`config.mk`:
```
export PLATFORM = sky130hd
export DESIGN_NAME = axi4_lite_master
export DESIGN_NICKNAME = d
export VERILOG_FILES = /design/src/rtl/axi4_lite_pkg.sv /design/src/rtl/axi4_lite_master_stats.sv /design/src/rtl/axi4_lite_master.sv
export SDC_FILE = /design/constraint.sdc
export NUM_CORES = 1
export LEC_CHECK = 0
export ABC_AREA = 1
export BUFFER_PORTS_ARGS = -buffer_cell sky130_fd_sc_hd__buf_2
export CAP_MARGIN = 20
export CORE_MARGIN = 5
export CORE_UTILIZATION = 40
export CTS_BUF_LIST = sky130_fd_sc_hd__clkbuf_8
export DETAILED_ROUTE_END_ITERATION = 12
export PLACE_DENSITY_LB_ADDON = 0.15
export SYNTH_ARGS = -nofsm -noshare
export SYNTH_HDL_FRONTEND = slang
export SYNTH_HIERARCHICAL = 1
export SYNTH_SLANG_ARGS = --single-unit
```
`constraint.sdc`:
```
create_clock -name clk -period 2.05 [get_ports clk]
set_clock_uncertainty 0.15 [all_clocks]
set_input_delay 0.1025 -clock clk [delete_from_list [all_inputs] [get_ports clk]]
set_output_delay 0.1025 -clock clk [all_outputs]
set_load 0.01 [all_outputs]
```
`src/rtl/axi4_lite_pkg.sv`:
```
`default_nettype none
// ============================================================================
// Module      : axi4_lite_pkg
// Description : Shared AXI4-Lite response codes, master state encoding and
//               a response-classification helper.
// Revision    : 1.0 - initial release
// ============================================================================
package axi4_lite_pkg;

    localparam logic [1:0] RESP_OKAY   = 2'b00;
    localparam logic [1:0] RESP_EXOKAY = 2'b01;
    localparam logic [1:0] RESP_SLVERR = 2'b10;
    localparam logic [1:0] RESP_DECERR = 2'b11;

    typedef enum logic [2:0] {
        IDLE         = 3'd0,
        WR_ADDR_DATA = 3'd1,
        WR_RESP      = 3'd2,
        RD_ADDR      = 3'd3,
        RD_DATA      = 3'd4,
        RESP         = 3'd5
    } state_t;

    // Error responses are exactly the codes with bit 1 set.
    function automatic logic resp_is_err(input logic [1:0] resp);
        logic err;
        case (resp)
            RESP_OKAY:   err = 1'b0;
            RESP_EXOKAY: err = 1'b0;
            RESP_SLVERR: err = 1'b1;
            RESP_DECERR: err = 1'b1;
            default:     err = 1'b0;
        endcase
        return err;
    endfunction

endpackage : axi4_lite_pkg
`default_nettype wire

```
`src/rtl/axi4_lite_master_stats.sv`:
```
`default_nettype none
// ============================================================================
// Module      : axi4_lite_master_stats
// Description : Saturating write/read/error transaction counters; only
//               instantiated when AXI4_LITE_MASTER_STATS_EN is defined.
// Revision    : 1.0 - initial release
// ============================================================================
module axi4_lite_master_stats
    import axi4_lite_pkg::*;
(
    input  logic        clk,
    input  logic        rst,
    input  logic        i_rsp_enter,
    input  logic        i_is_write,
    input  logic [1:0]  i_resp,
    output logic [15:0] o_wr_count,
    output logic [15:0] o_rd_count,
    output logic [15:0] o_err_count
);

    localparam logic [15:0] C_CNT_MAX = 16'hFFFF;

    logic [15:0] wr_count_q, wr_count_d;
    logic [15:0] rd_count_q, rd_count_d;
    logic [15:0] err_count_q, err_count_d;

    always_comb begin
        wr_count_d  = wr_count_q;
        rd_count_d  = rd_count_q;
        err_count_d = err_count_q;
        if (i_rsp_enter) begin
            if (i_is_write && (wr_count_q != C_CNT_MAX)) begin
                wr_count_d = wr_count_q + 16'd1;
            end
            if (!i_is_write && (rd_count_q != C_CNT_MAX)) begin
                rd_count_d = rd_count_q + 16'd1;
            end
            if (resp_is_err(i_resp) && (err_count_q != C_CNT_MAX)) begin
                err_count_d = err_count_q + 16'd1;
            end
        end
    end

    always_ff @(posedge clk) begin
        if (rst) begin
            wr_count_q  <= 16'd0;
            rd_count_q  <= 16'd0;
            err_count_q <= 16'd0;
        end else begin
            wr_count_q  <= wr_count_d;
            rd_count_q  <= rd_count_d;
            err_count_q <= err_count_d;
        end
    end

    assign o_wr_count  = wr_count_q;
    assign o_rd_count  = rd_count_q;
    assign o_err_count = err_count_q;

endmodule : axi4_lite_master_stats
`default_nettype wire

```
`src/rtl/axi4_lite_master.sv`:
```
`default_nettype none
// ============================================================================
// Module      : axi4_lite_master
// Description : Single-outstanding AXI4-Lite master bridging a simple
//               command/response port. Optional counters under macro
//               AXI4_LITE_MASTER_STATS_EN.
// Revision    : 1.0 - initial release
// ============================================================================
module axi4_lite_master
    import axi4_lite_pkg::*;
#(
    parameter int         WIDTH = 32,
    parameter logic [2:0] PROT  = 3'b000
) (
    input  logic                 clk,
    input  logic                 rst,
    input  logic                 cmd_valid,
    output logic                 cmd_ready,
    input  logic                 cmd_write,
    input  logic [31:0]          cmd_addr,
    input  logic [WIDTH-1:0]     cmd_wdata,
    input  logic [WIDTH/8-1:0]   cmd_wstrb,
    output logic                 rsp_valid,
    input  logic                 rsp_ready,
    output logic [WIDTH-1:0]     rsp_rdata,
    output logic [1:0]           rsp_resp,
    output logic [31:0]          awaddr,
    output logic [2:0]           awprot,
    output logic                 awvalid,
    input  logic                 awready,
    output logic [WIDTH-1:0]     wdata,
    output logic [WIDTH/8-1:0]   wstrb,
    output logic                 wvalid,
    input  logic                 wready,
    input  logic [1:0]           bresp,
    input  logic                 bvalid,
    output logic                 bready,
    output logic [31:0]          araddr,
    output logic [2:0]           arprot,
    output logic                 arvalid,
    input  logic                 arready,
    input  logic [WIDTH-1:0]     rdata,
    input  logic [1:0]           rresp,
    input  logic                 rvalid,
    output logic                 rready,
    output logic [15:0]          stat_wr_count,
    output logic [15:0]          stat_rd_count,
    output logic [15:0]          stat_err_count
);

    localparam logic [31:0] C_ADDR_ALIGN_MASK = 32'hFFFF_FFFC;

    state_t               state_q, state_d;
    logic [31:0]          addr_q, addr_d;
    logic [WIDTH-1:0]     wdata_q, wdata_d;
    logic [WIDTH/8-1:0]   wstrb_q, wstrb_d;
    logic                 cmd_ready_q, cmd_ready_d;
    logic                 awvalid_q, awvalid_d;
    logic                 wvalid_q, wvalid_d;
    logic                 bready_q, bready_d;
    logic                 arvalid_q, arvalid_d;
    logic                 rready_q, rready_d;
    logic                 rsp_valid_q, rsp_valid_d;
    logic [WIDTH-1:0]     rsp_rdata_q, rsp_rdata_d;
    logic [1:0]           rsp_resp_q, rsp_resp_d;

    always_comb begin
        state_d     = state_q;
        addr_d      = addr_q;
        wdata_d     = wdata_q;
        wstrb_d     = wstrb_q;
        awvalid_d   = awvalid_q;
        wvalid_d    = wvalid_q;
        bready_d    = bready_q;
        arvalid_d   = arvalid_q;
        rready_d    = rready_q;
        rsp_valid_d = rsp_valid_q;
        rsp_rdata_d = rsp_rdata_q;
        rsp_resp_d  = rsp_resp_q;

        case (state_q)
            IDLE: begin
                if (cmd_valid && cmd_ready_q) begin
                    addr_d  = cmd_addr;
                    wdata_d = cmd_wdata;
                    wstrb_d = cmd_wstrb;
                    if (cmd_write) begin
                        state_d   = WR_ADDR_DATA;
                        awvalid_d = 1'b1;
                        wvalid_d  = 1'b1;
                    end else begin
                        state_d   = RD_ADDR;
                        arvalid_d = 1'b1;
                    end
                end
            end
            WR_ADDR_DATA: begin
                // AW and W complete independently; a channel whose valid is
                // already low has finished its handshake.
                if (awvalid_q && awready) begin
                    awvalid_d = 1'b0;
                end
                if (wvalid_q && wready) begin
                    wvalid_d = 1'b0;
                end
                if ((!awvalid_q || awready) && (!wvalid_q || wready)) begin
                    state_d  = WR_RESP;
                    bready_d = 1'b1;
                end
            end
            WR_RESP: begin
                if (bvalid) begin
                    state_d     = RESP;
                    bready_d    = 1'b0;
                    rsp_valid_d = 1'b1;
                    rsp_rdata_d = '0;
                    rsp_resp_d  = bresp;
                end
            end
            RD_ADDR: begin
                if (arready) begin
                    state_d   = RD_DATA;
                    arvalid_d = 1'b0;
                    rready_d  = 1'b1;
                end
            end
            RD_DATA: begin
                if (rvalid) begin
                    state_d     = RESP;
                    rready_d    = 1'b0;
                    rsp_valid_d = 1'b1;
                    rsp_rdata_d = rdata;
                    rsp_resp_d  = rresp;
                end
            end
            RESP: begin
                if (rsp_ready) begin
                    state_d     = IDLE;
                    rsp_valid_d = 1'b0;
                end
            end
            default: begin
                state_d     = IDLE;
                awvalid_d   = 1'b0;
                wvalid_d    = 1'b0;
                bready_d    = 1'b0;
                arvalid_d   = 1'b0;
                rready_d    = 1'b0;
                rsp_valid_d = 1'b0;
            end
        endcase

        cmd_ready_d = (state_d == IDLE);
    end

    always_ff @(posedge clk) begin
        if (rst) begin
            state_q     <= IDLE;
            addr_q      <= '0;
            wdata_q     <= '0;
            wstrb_q     <= '0;
            cmd_ready_q <= 1'b0;
            awvalid_q   <= 1'b0;
            wvalid_q    <= 1'b0;
            bready_q    <= 1'b0;
            arvalid_q   <= 1'b0;
            rready_q    <= 1'b0;
            rsp_valid_q <= 1'b0;
            rsp_rdata_q <= '0;
            rsp_resp_q  <= RESP_OKAY;
        end else begin
            state_q     <= state_d;
            addr_q      <= addr_d;
            wdata_q     <= wdata_d;
            wstrb_q     <= wstrb_d;
            cmd_ready_q <= cmd_ready_d;
            awvalid_q   <= awvalid_d;
            wvalid_q    <= wvalid_d;
            bready_q    <= bready_d;
            arvalid_q   <= arvalid_d;
            rready_q    <= rready_d;
            rsp_valid_q <= rsp_valid_d;
            rsp_rdata_q <= rsp_rdata_d;
            rsp_resp_q  <= rsp_resp_d;
        end
    end

    assign cmd_ready = cmd_ready_q;
    assign awaddr    = addr_q & C_ADDR_ALIGN_MASK;
    assign araddr    = addr_q & C_ADDR_ALIGN_MASK;
    assign awprot    = PROT;
    assign arprot    = PROT;
    assign awvalid   = awvalid_q;
    assign wdata     = wdata_q;
    assign wstrb     = wstrb_q;
    assign wvalid    = wvalid_q;
    assign bready    = bready_q;
    assign arvalid   = arvalid_q;
    assign rready    = rready_q;
    assign rsp_valid = rsp_valid_q;
    assign rsp_rdata = rsp_rdata_q;
    assign rsp_resp  = rsp_resp_q;

`ifdef AXI4_LITE_MASTER_STATS_EN
    logic w_rsp_enter;
    logic w_rsp_is_write;

    assign w_rsp_enter    = (state_d == RESP) && (state_q != RESP);
    assign w_rsp_is_write = (state_q == WR_RESP);

    axi4_lite_master_stats u_stats (
        .clk         (clk),
        .rst         (rst),
        .i_rsp_enter (w_rsp_enter),
        .i_is_write  (w_rsp_is_write),
        .i_resp      (rsp_resp_d),
        .o_wr_count  (stat_wr_count),
        .o_rd_count  (stat_rd_count),
        .o_err_count (stat_err_count)
    );
`else
    assign stat_wr_count  = 16'd0;
    assign stat_rd_count  = 16'd0;
    assign stat_err_count = 16'd0;
`endif

endmodule : axi4_lite_master
`default_nettype wire

```
* After elaboration in Yosys (flattened, before gate mapping)
Index checks and enable logic that the tools add are counted.
** Word-level totals
- Output and inout bits :: 195
- Logic and storage cells :: 91
- Input bits :: 114
- Bits in registers :: 112
** Cells by class
- Bitwise gates (word level) :: 5
- Eq/ne operators :: 15
- Muxes and demuxes :: 34
- Reductions and logical operators :: 24
** Operators with widths (number)
- $mux 32 :: 2
- $pmux 32 s2 :: 1
- $ne 2x2->1 const B :: 10
- $mux 3 :: 6
- $pmux 3 s6 :: 1
- $reduce_and 4->1 :: 4
- $reduce_or 4->1 :: 4
- $pmux 1 s3 :: 5
- $mux 1 :: 14
- $reduce_and 3->1 :: 3
- $eq 3x2->1 const B :: 2
- $eq 3x3->1 const B :: 2
- $logic_not 3->1 :: 2
- $mux 2 :: 3
- $not 1->1 :: 5
- $logic_and 1x1->1 :: 4
- $pmux 1 s4 :: 1
- $pmux 2 s2 :: 1
- $eq 3x1->1 const B :: 1
- $reduce_or 3->1 :: 1
- $logic_not 1->1 :: 2
- $logic_or 1x1->1 :: 2
- $reduce_and 2->1 :: 1
- $reduce_bool 2->1 :: 1

* Longest topological paths before layout
Gate-level depths: netlist of the first run.
- Word-level depth :: 6
- Gate-level depth with buffers :: 11
- Depth with buffers taken out :: 10

* Worst setup path after synthesis of the first run
Ideal clock, no wire load.
- Path kind :: register to register
- Start point :: register state_q[1]
- End point :: register rsp_valid_q (netlist: rsp_valid)
- Required time :: 1785 ps
- Buffers on the path :: 1
- Setup time :: 115 ps
- Path slack :: 599 ps
- Clock period less this slack :: 1451 ps
- Cell stages (with the launch flop) :: 9
- Data arrival time :: 1186 ps
- Cell sequence :: dfxtp_1 > buf_2 > inv_1 > ha_1 > nor2_1 > and2_1 > nand3b_1 > nand2_1 > nor2_1
** On the way
- Longest elaborated chain between the ends :: 4
- Elaborated cells on any way between the ends :: 13
- Classes of those cells :: 8 x eq/ne; 1 x mux; 1 x bitwise; 3 x reduce/logical
** RTL lines
- start, declared :: RTL line axi4_lite_master.sv:53 : state_t state_q, state_d;
- start signal, assigned :: RTL line axi4_lite_master.sv:172 : state_q <= state_d;
- $eq 3x2->1, or another cell as far along :: RTL line axi4_lite_master.sv:81 : case (state_q)
- $reduce_or 3->1 (no line)
- $not 1->1 (no line)
- $reduce_and 4->1 (no line)
- end signal, assigned :: RTL line axi4_lite_master.sv:182 : rsp_valid_q <= rsp_valid_d;
- end, declared :: RTL line axi4_lite_master.sv:63 : logic rsp_valid_q, rsp_valid_d;
Several ways; a longest one is shown, not always the timed one.
A chain may end at the register's enable or synchronous reset.

* Worst setup path in the final report of the first run
- Start point :: register state_q[1]
- End point :: register rsp_rdata_q[21] (netlist: rsp_rdata[21])
** On the way
- Longest elaborated chain between the ends :: 3
- Elaborated cells on any way between the ends :: 7
- Classes of those cells :: 4 x eq/ne; 1 x mux; 2 x reduce/logical
** RTL lines
- $eq 3x3->1 or $eq 3x2->1 (tied branches) :: RTL line axi4_lite_master.sv:81
- $ne 2x2->1 (no line) or $reduce_bool 2->1 (tied branches)
- $reduce_and 3->1 (no line)
- end signal, assigned :: RTL line axi4_lite_master.sv:183 : rsp_rdata_q <= rsp_rdata_d;
- end, declared :: RTL line axi4_lite_master.sv:64 : logic [WIDTH-1:0] rsp_rdata_q, rsp_rdata_d;
Several ways; a longest one is shown, not always the timed one.

==> impl_results.md, run 1 <==
* Status: completed
* Die area at roughly 15000 sq um
* Ant. Diodes at 0
* All-Layer GR Usage at 18.5%
* CTS tree: yes
* DRT iter0 DRCs at 183
* Clock power frac at 21.2%
* Final Setup Violations at 0
* Initial antenna violation count at 0
* Peak VDD IR at 0.000440 V
* Hold Fails Final Rpt at 0
* Slew @ Worst Pin at 0.729 ns
* Routed length per instance at 13.4 microns
* Register clock-pin slew on the reported worst setup and hold paths at 0.10 ns
* Ports at 309
* Drt pass-1 iters at 5
* Layout cells sized above 1 at 36.8%
* WHS Path Cells at 5
* Most frequent cell after synthesis: nand2_1
* Yosys top cell by area: dfxtp_1
* Reg2Reg Depth at 6
* Nets@finish at 1064
* Post-synth EDFFs at 0
* Initial core utilization at 40.7%
* Setup slack after placement at 0.206 ns
* Slew Limit Headroom at 51.3%
* Syn-to-layout area delta at 41.8%
* DRT antenna net count at 0
* Rows at slightly above 40
* H-tree depth at 3
* Top cells by area, synth: dfxtp_1, buf_4, nand2_1
* GP Congestion at 0.846
* Wirelength, routed at 15.1 mm
* Core Footprint at between 10000 and 15000 sq um
* Synth top area share at 42.8%
* Worst skew pair latency at between 0.3 and 0.4 ns
* Clock buffer depth at 2
* WS Path Type: reg2reg
* Die H at ~120 microns
* Seq cells post-synth at between 100 and 150
* Die W at 123 microns
* Fill cells at around 1100
* Final setup TNS at 0 ns
* DRC viols at 0
* Routed via count at 4990
* Sw Share at a little over a third
* WP data required at 2.21 ns
* P_leak at 3.54 nW
* Setup crit end kind: flip-flop
* Fin crit period at 1.84 ns
* Crit-path max FO at 32
* Post-Syn Instances at 641
* Yosys warnings at 6
* Class of the worst hold path: in2reg
* Post-CTS setup buffer count at 0
* RSZ-0062 raised after global routing: false
* CP Launch Type: flip-flop
* Slew Limit Fails at 0
* DR vias/cell at 4.44
* Reg power frac at 41.9%
* CTS Sinks at 110
* Number of global-route vias before repair at 4624
* Fmax achieved at 544 MHz
* Power per cell area at 906 nW/um^2
* Syn_area_per_cell at between 8 and 9 sq um
* Cell-internal power at 0.00419 W
* First-pass GRT wire length at 22.6 mm
* Synth Flop Type: dfxtp_1
* Root buf cell: clkbuf_8
* Most frequent cells after synthesis: nand2_1, dfxtp_1, buf_4
* Period utilization at 89.6%
* MaxCap Viol Count at 0
* Worst path arrival time at 2.00 ns
* Async set-reset flop share out of synthesis at 0%
* I/O Buffers at 248
* Register area share after synthesis at 42.8%
* Post-Syn Area at 5140 sq um
* Post-CTS Hold Buffers at approximately 110
* Post-synthesis cell type count at 28
* Final WS setup at about 0.21 ns
* Logic pwr share at 36.9%
* Cts bufs inserted at 9
* Final Power at 0.00661 W
* Cells resized by post-CTS repair at 0
* Largest net degree at the start of global routing at between 70 and 80
* GR Overflow Total at 0
* DP HPWL at approximately 10 mm
* Net Switching at 0.00241 W
==> per-layer routing <==
metal | vias to the layer above | global-route usage (%) | part of all wire [%]
met5 | - | 0 | 0
met4 | 0 | 8.30 | 2.9
met3 | 30 | 3.93 | 7.7
met2 | 208 | 32.5 | 51
met1 | 2236 | 21.4 | 39
li1 | 2516 | - | -
==> layout make-up <==
class	instances	area, sq um	share of cell area (%)
Clock inverter	4	52.6	0.721
Sequential cell	110	2200	30.2
Clock buffer	12	165	2.27
Inverter	22	82.6	1.13
Timing Repair Buffer	362	2400	32.9
Tap cell	172	215	2.95
Multi-Input combinational cell	442	2170	29.8
==> logic make-up (layout without fill, tap and decap cells) <==
logic type	count (synthesis)	count (layout)	synth area share, %
simple gates	233	233	19.0
compound gates	148	148	18.3
buf+inv	146	400	19.1
flops	110	110	42.8
fa+ha+maj	3	3	0.730
other cells	1	58	0.0729
==> stage by stage <==
step	cell area [sq um]	hold WS, ns	cells	util, %
2_1_floorplan	5360	0.0790	698	-
5_1_grt	7290	0.0546	1124	57.8
3_5_place_dp	6010	0.187	1002	47.6
6_report	7290	0.0407	1124	57.8
3_3_place_gp	6010	0.176	1002	47.6
4_1_cts	7290	0.00475	1124	57.8
==> sequential cells by signal (all words and copies together), names as in the netlist, 2 cells and up <==
register	flops
addr_q	30
wstrb	4
state_q	3
rsp_resp	2
wdata	32
rsp_rdata	32
==> critical path, cell delays in order (launching register included) <==
cell and delay [ns]:
dfxtp_1 0.58, nor2_1 0.10, nand3_1 0.12, nand2_2 0.07, inv_2 0.52, a21oi_1 0.08, nor2_1 0.13
==> layout by cell type (no fill, tap or decap), types with 2 or more instances in the layout <==
master,instances
buf_2,248
a21oi_1,55
nand3_1,5
nor2_1,52
o211ai_1,4
a31oi_1,3
buf_12,3
dlygate4sd3_1,106
nand2_2,21
buf_4,5
ha_1,3
o21ai_0,31
clkbuf_8,12
nand2_1,147
conb_1,58
inv_1,17
o21ai_1,5
a21oi_2,50
nand4_1,2
inv_2,4
dfxtp_1,110
and2_1,2
==> final timing paths <==
kind                               from                          to  slack, ns
hold / removal                   bvalid       state_q[2]$_SDFF_PP0_       0.04
setup / recovery  state_q[1]$_SDFF_PP0_  rsp_rdata[21]$_SDFFE_PP0P_       0.21
setup reg to reg  state_q[1]$_SDFF_PP0_  rsp_rdata[21]$_SDFFE_PP0P_       0.21
hold reg to reg     wvalid$_SDFFE_PP0P_         wvalid$_SDFFE_PP0P_       0.31
==> power groups by stage <==
stage                     clock network [W]  registers [W]  logic [W]
after floorplan                           0        0.00296    0.00155
after global placement                    0        0.00280    0.00225
after detailed placement                  0        0.00281    0.00229
after CTS                           0.00146        0.00277    0.00245
after global routing                0.00154        0.00282    0.00271
final                               0.00140        0.00277    0.00244
(Power assumes the default switching activity.)
==> inputs of run 2 (changes only) <==
--- a/config.mk
+++ b/config.mk
@@ -6,7 +6,7 @@
 export NUM_CORES = 1
 export LEC_CHECK = 0
 export ABC_AREA = 1
-export BUFFER_PORTS_ARGS = -buffer_cell sky130_fd_sc_hd__buf_2
+export BUFFER_PORTS_ARGS = -buffer_cell sky130_fd_sc_hd__buf_4
 export CAP_MARGIN = 20
 export CORE_MARGIN = 5
 export CORE_UTILIZATION = 40
==> impl_results.md, run 2 (synthesis results as in run 1) <==
* Status: completed
* CP Launch Type: flip-flop
* Slew @ Worst Pin at 0.758 ns (+0.0290 ns)
* Ports at 309 (unchanged)
* Fmax achieved at 544 MHz (-0.12%)
* GR Overflow Total at 0 (unchanged)
* Cts bufs inserted at 9 (unchanged)
* Die H at 123 microns (unchanged)
* RSZ-0062 raised after global routing: false
* All-Layer GR Usage at 19.7% (+1.2 points)
* Core Footprint at 12600 sq um (unchanged)
* Ant. Diodes at 0 (unchanged)
* Worst Hold End: arvalid$_SDFFE_PP0P_
* Initial core utilization at 40.7% (unchanged)
* Hold path start: cmd_write
* Worst r2r src: state_q[2]$_SDFF_PP0_
* Initial antenna violation count at 0 (unchanged)
* CTS Sinks at 110 (unchanged)
* Slew Limit Fails at 0 (unchanged)
* Dpl cells at 1002 (unchanged)
* WP data required at 2.22 ns (about the same)
* DRT iter0 DRCs at 250 (+37%)
* Rows at 41 (unchanged)
* Peak VDD IR at 0.000541 V (+23%)
* Drt pass-1 iters at 4 (-1)
* DP HPWL at 10.6 mm (+2.3%)
* DRC viols at 0 (unchanged)
* Clock buffer depth at 2 (unchanged)
* Die area at 15200 sq um (unchanged)
* H-tree depth at 3 (unchanged)
* Layout cells sized above 1 at 36.4% (-0.35 points)
* Reg2reg end: rsp_rdata[26]$_SDFFE_PP0P_
* Syn-to-layout area delta at 53.5%
* Final instance area at 7900 sq um (+8.3%)
* Period utilization at 89.7% (+0.11 points)
* Routed via count at 5090 (+2.0%)
* Die W at 123 microns (unchanged)
* Final setup TNS at 0 ns (unchanged)
* I/O Buffers at 248 (unchanged)
* Routed length per instance at 14.2 microns (+5.9%)
* Crit-path max FO at 32 (unchanged)
* WHS Path Cells at 6 (+1)
* First-pass GRT wire length at 23.8 mm (+5.4%)
* Worst reg-to-reg setup slack at 0.21 ns (about the same)
* Fin crit period at 1.84 ns (+0.00225 ns)
* Final Setup Violations at 0 (unchanged)
* DRT antenna net count at 0 (unchanged)
* Number of global-route vias before repair at 4775 (+3.3%)
* Worst path arrival time at 2.00 ns (about the same)
* Wirelength, routed at 16.0 mm (+6.0%)
* MaxCap Viol Count at 0 (unchanged)
* Most frequent cells in the layout: buf_4, nand2_1, dfxtp_1
* Worst skew pair latency at 0.37 ns (about the same)
* P_leak at 3.64 nW (+2.7%)
* Nets@finish at 1065 (+0.094%)
* Power per cell area at 870 nW/um^2 (-4.0%)
* GP Congestion at 0.852 (+0.71%)
* Reg2Reg Depth at 6 (unchanged)
* Placement Cell Area at 6630 sq um (+10%)
* Slew Limit Headroom at 49.4% (-1.9 points)
* Setup crit end kind: flip-flop
* Largest net degree at the start of global routing at 72 (unchanged)
* Class of the worst hold path: in2reg
* Register clock-pin slew on the reported worst setup and hold paths at 0.09 ns (about the same)
* Commonest non-fill, non-tap cell in the layout: buf_4
* WS Path Type: reg2reg
* Final std cells w/o fill at 1125 (+0.089%)
* Hold Fails Final Rpt at 0 (unchanged)
* DR vias/cell at 4.52 (+1.9%)
* Root buf cell: clkbuf_8
* CTS tree: yes
==> run 2: cell types whose count changed in the layout (fill, tap and decap cells not counted) <==
cell	previous run	this run
inv_1	17	20
inv_6	1	0
buf_4	5	253
clkbuf_8	12	10
buf_2	248	0
dlygate4sd3_1	106	107
==> run 2: timing repair <==
action | CTS | global route
hold endpoints to repair | 104 | 0
resized for setup | 0 | 0
hold buffers | 107 | 0
setup buffers | 0 | 0
==> run 2: per-stage QoR <==
step	hold WS, ns	power (W)	util [%]	setup WS, ns
final	0.0332	0.00687	62.6	0.211
after global routing	0.0772	0.00731	62.6	0.0383
after CTS	0.00934	0.00692	62.6	0.191
after detailed placement	0.181	0.00543	52.5	0.222
after global placement	0.171	0.00538	52.5	0.304
after floorplan	0.0790	0.00451	-	0.599
==> run 2: worst max-delay path, cell delays in order, from the launching register on <==
cell and delay (ns):
dfxtp_1 0.56, nor2_4 0.12, nand3_2 0.11, nand2_2 0.07, inv_2 0.55, a21oi_1 0.10, nor2_1 0.11
==> run 2: per-layer routing <==
layer  track usage (%)  up-vias  routed length [microns]
li1                  -     2515                        -
met1              22.3     2312                     5970
met2              34.4      219                     8100
met3              5.08       44                     1340
met4              9.48        0                      565
met5                 0        -                        0
==> run 2: final cells by class <==
| cell class | instances | area, sq um |
|---|---|---|
| Clock buffer | 10 | 138 |
| Clock inverter | 6 | 55.1 |
| Fill cell | 1079 | 4720 |
| Inverter | 22 | 82.6 |
| Multi-Input combinational cell | 442 | 2170 |
| Sequential cell | 110 | 2200 |
| Tap cell | 172 | 215 |
| Timing Repair Buffer | 363 | 3030 |
==> run 2: power breakdown <==
part	switching, W	internal [W]	total [W]
combinational	0.00148	0.00129	0.00277
sequential	0.000260	0.00253	0.00279
clock	0.000725	0.000587	0.00131
total	0.00247	0.00440	0.00687
==> run 2: worst max path at each step <==
stage / from / endpoint / slack [ns] / cells past startpoint
after detailed placement: state_q[2]$_SDFF_PP0_ / rsp_rdata[26]$_SDFFE_PP0P_ / 0.22 / 6
after global placement: state_q[2]$_SDFF_PP0_ / rsp_rdata[27]$_SDFFE_PP0P_ / 0.30 / 6
after CTS: state_q[2]$_SDFF_PP0_ / rsp_rdata[27]$_SDFFE_PP0P_ / 0.19 / 6
after global routing: state_q[2]$_SDFF_PP0_ / rsp_rdata[30]$_SDFFE_PP0P_ / 0.04 / 6
final: state_q[2]$_SDFF_PP0_ / rsp_rdata[26]$_SDFFE_PP0P_ / 0.21 / 6
after floorplan: state_q[1]$_SDFF_PP0_ / rsp_valid$_SDFFE_PP0P_ / 0.60 / 8
==> inputs of run 3 (changes only) <==
--- a/config.mk
+++ b/config.mk
@@ -5,13 +5,12 @@
 export SDC_FILE = /design/constraint.sdc
 export NUM_CORES = 1
 export LEC_CHECK = 0
-export ABC_AREA = 1
 export BUFFER_PORTS_ARGS = -buffer_cell sky130_fd_sc_hd__buf_4
 export CAP_MARGIN = 20
-export CORE_MARGIN = 5
-export CORE_UTILIZATION = 40
+export CORE_AREA = 5 5 118 120
 export CTS_BUF_LIST = sky130_fd_sc_hd__clkbuf_8
 export DETAILED_ROUTE_END_ITERATION = 12
+export DIE_AREA = 0 0 123 125
 export PLACE_DENSITY_LB_ADDON = 0.15
 export SYNTH_ARGS = -nofsm -noshare
 export SYNTH_HDL_FRONTEND = slang
==> impl_results.md, run 3 <==
* Status: completed
* GP Congestion at 0.836 (-1.9%)
* Register clock-pin slew on the reported worst setup and hold paths at 0.09 ns (about the same)
* GR Layer Usage met3 at 5.37% (+0.30 points)
* Multi-input logic area at 1970 sq um (-9.1%)
* DRC viols at 0 (unchanged)
* Async set-reset flop share out of synthesis at 0% (unchanged)
* Routed via count at 4932 (-3.1%)
* Peak VDD IR at 0.000370 V (-32%)
* Final Setup Violations at 0 (unchanged)
* Period utilization at 94.2% (+4.5 points)
* RSZ-0062 raised after global routing: false
* Fill cells at 1134 (+5.1%)
* Post-synthesis cell type count at 38 (+36%)
* Syn-to-layout area delta at 58.3%
* Die area at 15400 sq um (+0.99%)
* Nets@finish at 1031 (-3.2%)
* MaxCap Viol Count at 0 (unchanged)
* DR vias/cell at 4.51 (-0.36%)
* Worst path arrival time at 2.02 ns (+0.02 ns)
* Drt pass-1 iters at 5 (+1)
* Post-synth EDFFs at 0 (unchanged)
* Cells resized by post-CTS repair at 0 (unchanged)
* Register area share after synthesis at 45.4% (+2.6 points)
* Seq cells post-synth at 110 (unchanged)
* Wirelength, routed at 15.8 mm (-1.3%)
* Routed length per instance at 14.4 microns (+1.5%)
* Post-Syn Instances at 608 (-5.1%)
* Most frequent cells after synthesis: nand2_1, dfxtp_1, a21oi_1
* WS Path Type: reg2reg
* Top cells by area, synth: dfxtp_1, buf_4, nand2_1
* Crit-path max FO at 32 (unchanged)
* Fmax achieved at 518 MHz (-4.7%)
* Die H at 125 microns (+1.3%)
* Die W at 123 microns (-0.31%)
* Setup slack after placement at 0.181 ns (-0.0406 ns)
* All-Layer GR Usage at 19.3% (-0.37 points)
* Commonest non-fill, non-tap cell in the layout: buf_4
* Yosys warnings at 6 (unchanged)
* Slew Limit Fails at 0 (unchanged)
* Ports at 309 (unchanged)
* Synth top area share at 45.4% (+2.6 points)
* Root buf cell: clkbuf_8
* Hold Fails Final Rpt at 0 (unchanged)
* First-pass GRT wire length at 24.0 mm (+0.75%)
* Worst skew pair latency at 0.36 ns (about the same)
* Final setup TNS at 0 ns (unchanged)
* Yosys top cell by area: dfxtp_1
* CTS Sinks at 110 (unchanged)
* GR Overflow Total at 0 (unchanged)
* Class of the worst hold path: in2reg
* Most frequent cell after synthesis: nand2_1
* Clock buffer depth at 2 (unchanged)
* Fin util at 59.6% (-2.9 points)
* P_leak at 3.37 nW (-7.4%)
* DRT antenna net count at 0 (unchanged)
* Setup crit end kind: flip-flop
* H-tree depth at 3 (unchanged)
* Largest net degree at the start of global routing at 67 (-6.9%)
* CTS tree: yes
* Core Footprint at 12900 sq um (+2.0%)
* Ant. Diodes at 0 (unchanged)
* Fin crit period at 1.93 ns (+0.0913 ns)
* DP HPWL at 10.7 mm (+1.3%)
* Initial antenna violation count at 0 (unchanged)
* GR peak layer: met2
* WP data required at 2.14 ns (-0.08 ns)
* Post-Syn Area at 4850 sq um (-5.7%)
* I/O Buffers at 248 (unchanged)
* Syn_area_per_cell at 7.97 sq um (-0.60%)
* FF+latch area at 2200 sq um (unchanged)
* Routing usage on met1 at 21.7% (-0.60 points)
* DRT iter0 DRCs at 299 (+20%)
* CP Launch Type: flip-flop
* Final WS setup at 0.120 ns (-0.0913 ns)
* Initial core utilization at 37.7% (-3.1 points)
* Number of global-route vias before repair at 4762 (-0.27%)
* Power per cell area at 817 nW/um^2 (-6.2%)
* GRT met2 Usage at 34.6% (+0.22 points)
* Layout cells sized above 1 at 30.5% (-5.9 points)
* Synth Flop Type: dfxtp_1
* Rows at 42 (+2.4%)
* Most frequent cells in the layout: buf_4, nand2_1, dfxtp_1
* Cts bufs inserted at 9 (unchanged)
## run 3: final cells by class
class	instances	area share (%)
Clock buffer	9	1.61
Clock inverter	6	0.733
Inverter	5	0.244
Multi-Input combinational cell	422	25.7
Sequential cell	110	28.7
Tap cell	176	2.87
Timing Repair Buffer	366	40.1
## run 3: cell families after synthesis
group | synth area share [%]
adder cells (fa/ha/maj) | 0.774
flip-flops | 45.4
buffers and inverters | 18.4
multiplexers | 0.619
other | 0.0773
AO/OA/AOI/OAI | 13.8
AND/OR/NAND/NOR | 20.9
## run 3: power by group
part / internal [W] / switching, W
registers: 0.00240 / 0.000218
clock network: 0.000549 / 0.000699
logic: 0.00112 / 0.00128
## run 3: path summary, 6_finish.rpt
| kind | start | end | slack [ns] | cells after the start |
|---|---|---|---|---|
| setup / recovery | state_q[1]$_SDFF_PP0_ | rsp_rdata[21]$_SDFFE_PP0P_ | 0.12 | 6 |
| hold / removal | rsp_ready | rsp_valid$_SDFFE_PP0P_ | 0.04 | 4 |
| setup reg to reg | state_q[1]$_SDFF_PP0_ | rsp_rdata[21]$_SDFFE_PP0P_ | 0.12 | 6 |
| hold reg to reg | rsp_rdata[18]$_SDFFE_PP0P_ | rsp_rdata[18]$_SDFFE_PP0P_ | 0.30 | 2 |
## run 3: timing repair
action	CTS	global route
setup buffers	0	0
hold buffers	108	0
endpoints found under the hold margin	109	0
## run 3: per-layer routing
layer | wire, microns | vias up
met5 | 0 | -
met4 | 320 | 0
met3 | 1430 | 29
met2 | 8070 | 211
met1 | 5960 | 2248
li1 | - | 2444
## run 3: worst max-delay path, stage by stage (launching register included)
cell	delay, ns
dfxtp_1	0.58
nor2b_2	0.32
a21oi_2	0.13
or2_1	0.29
buf_12	0.20
nand2_1	0.09
a21oi_1	0.06
## run 3: per-stage QoR
stage	std cells	instance area, sq um	hold slack (ns)	total power [W]
4_1_cts	1094	7680	0.00972	0.00633
6_report	1094	7680	0.0395	0.00627
3_5_place_dp	971	6410	0.208	0.00490
5_1_grt	1094	7680	0.0957	0.00667
3_3_place_gp	971	6410	0.199	0.00485
2_1_floorplan	665	5060	0.0885	0.00410
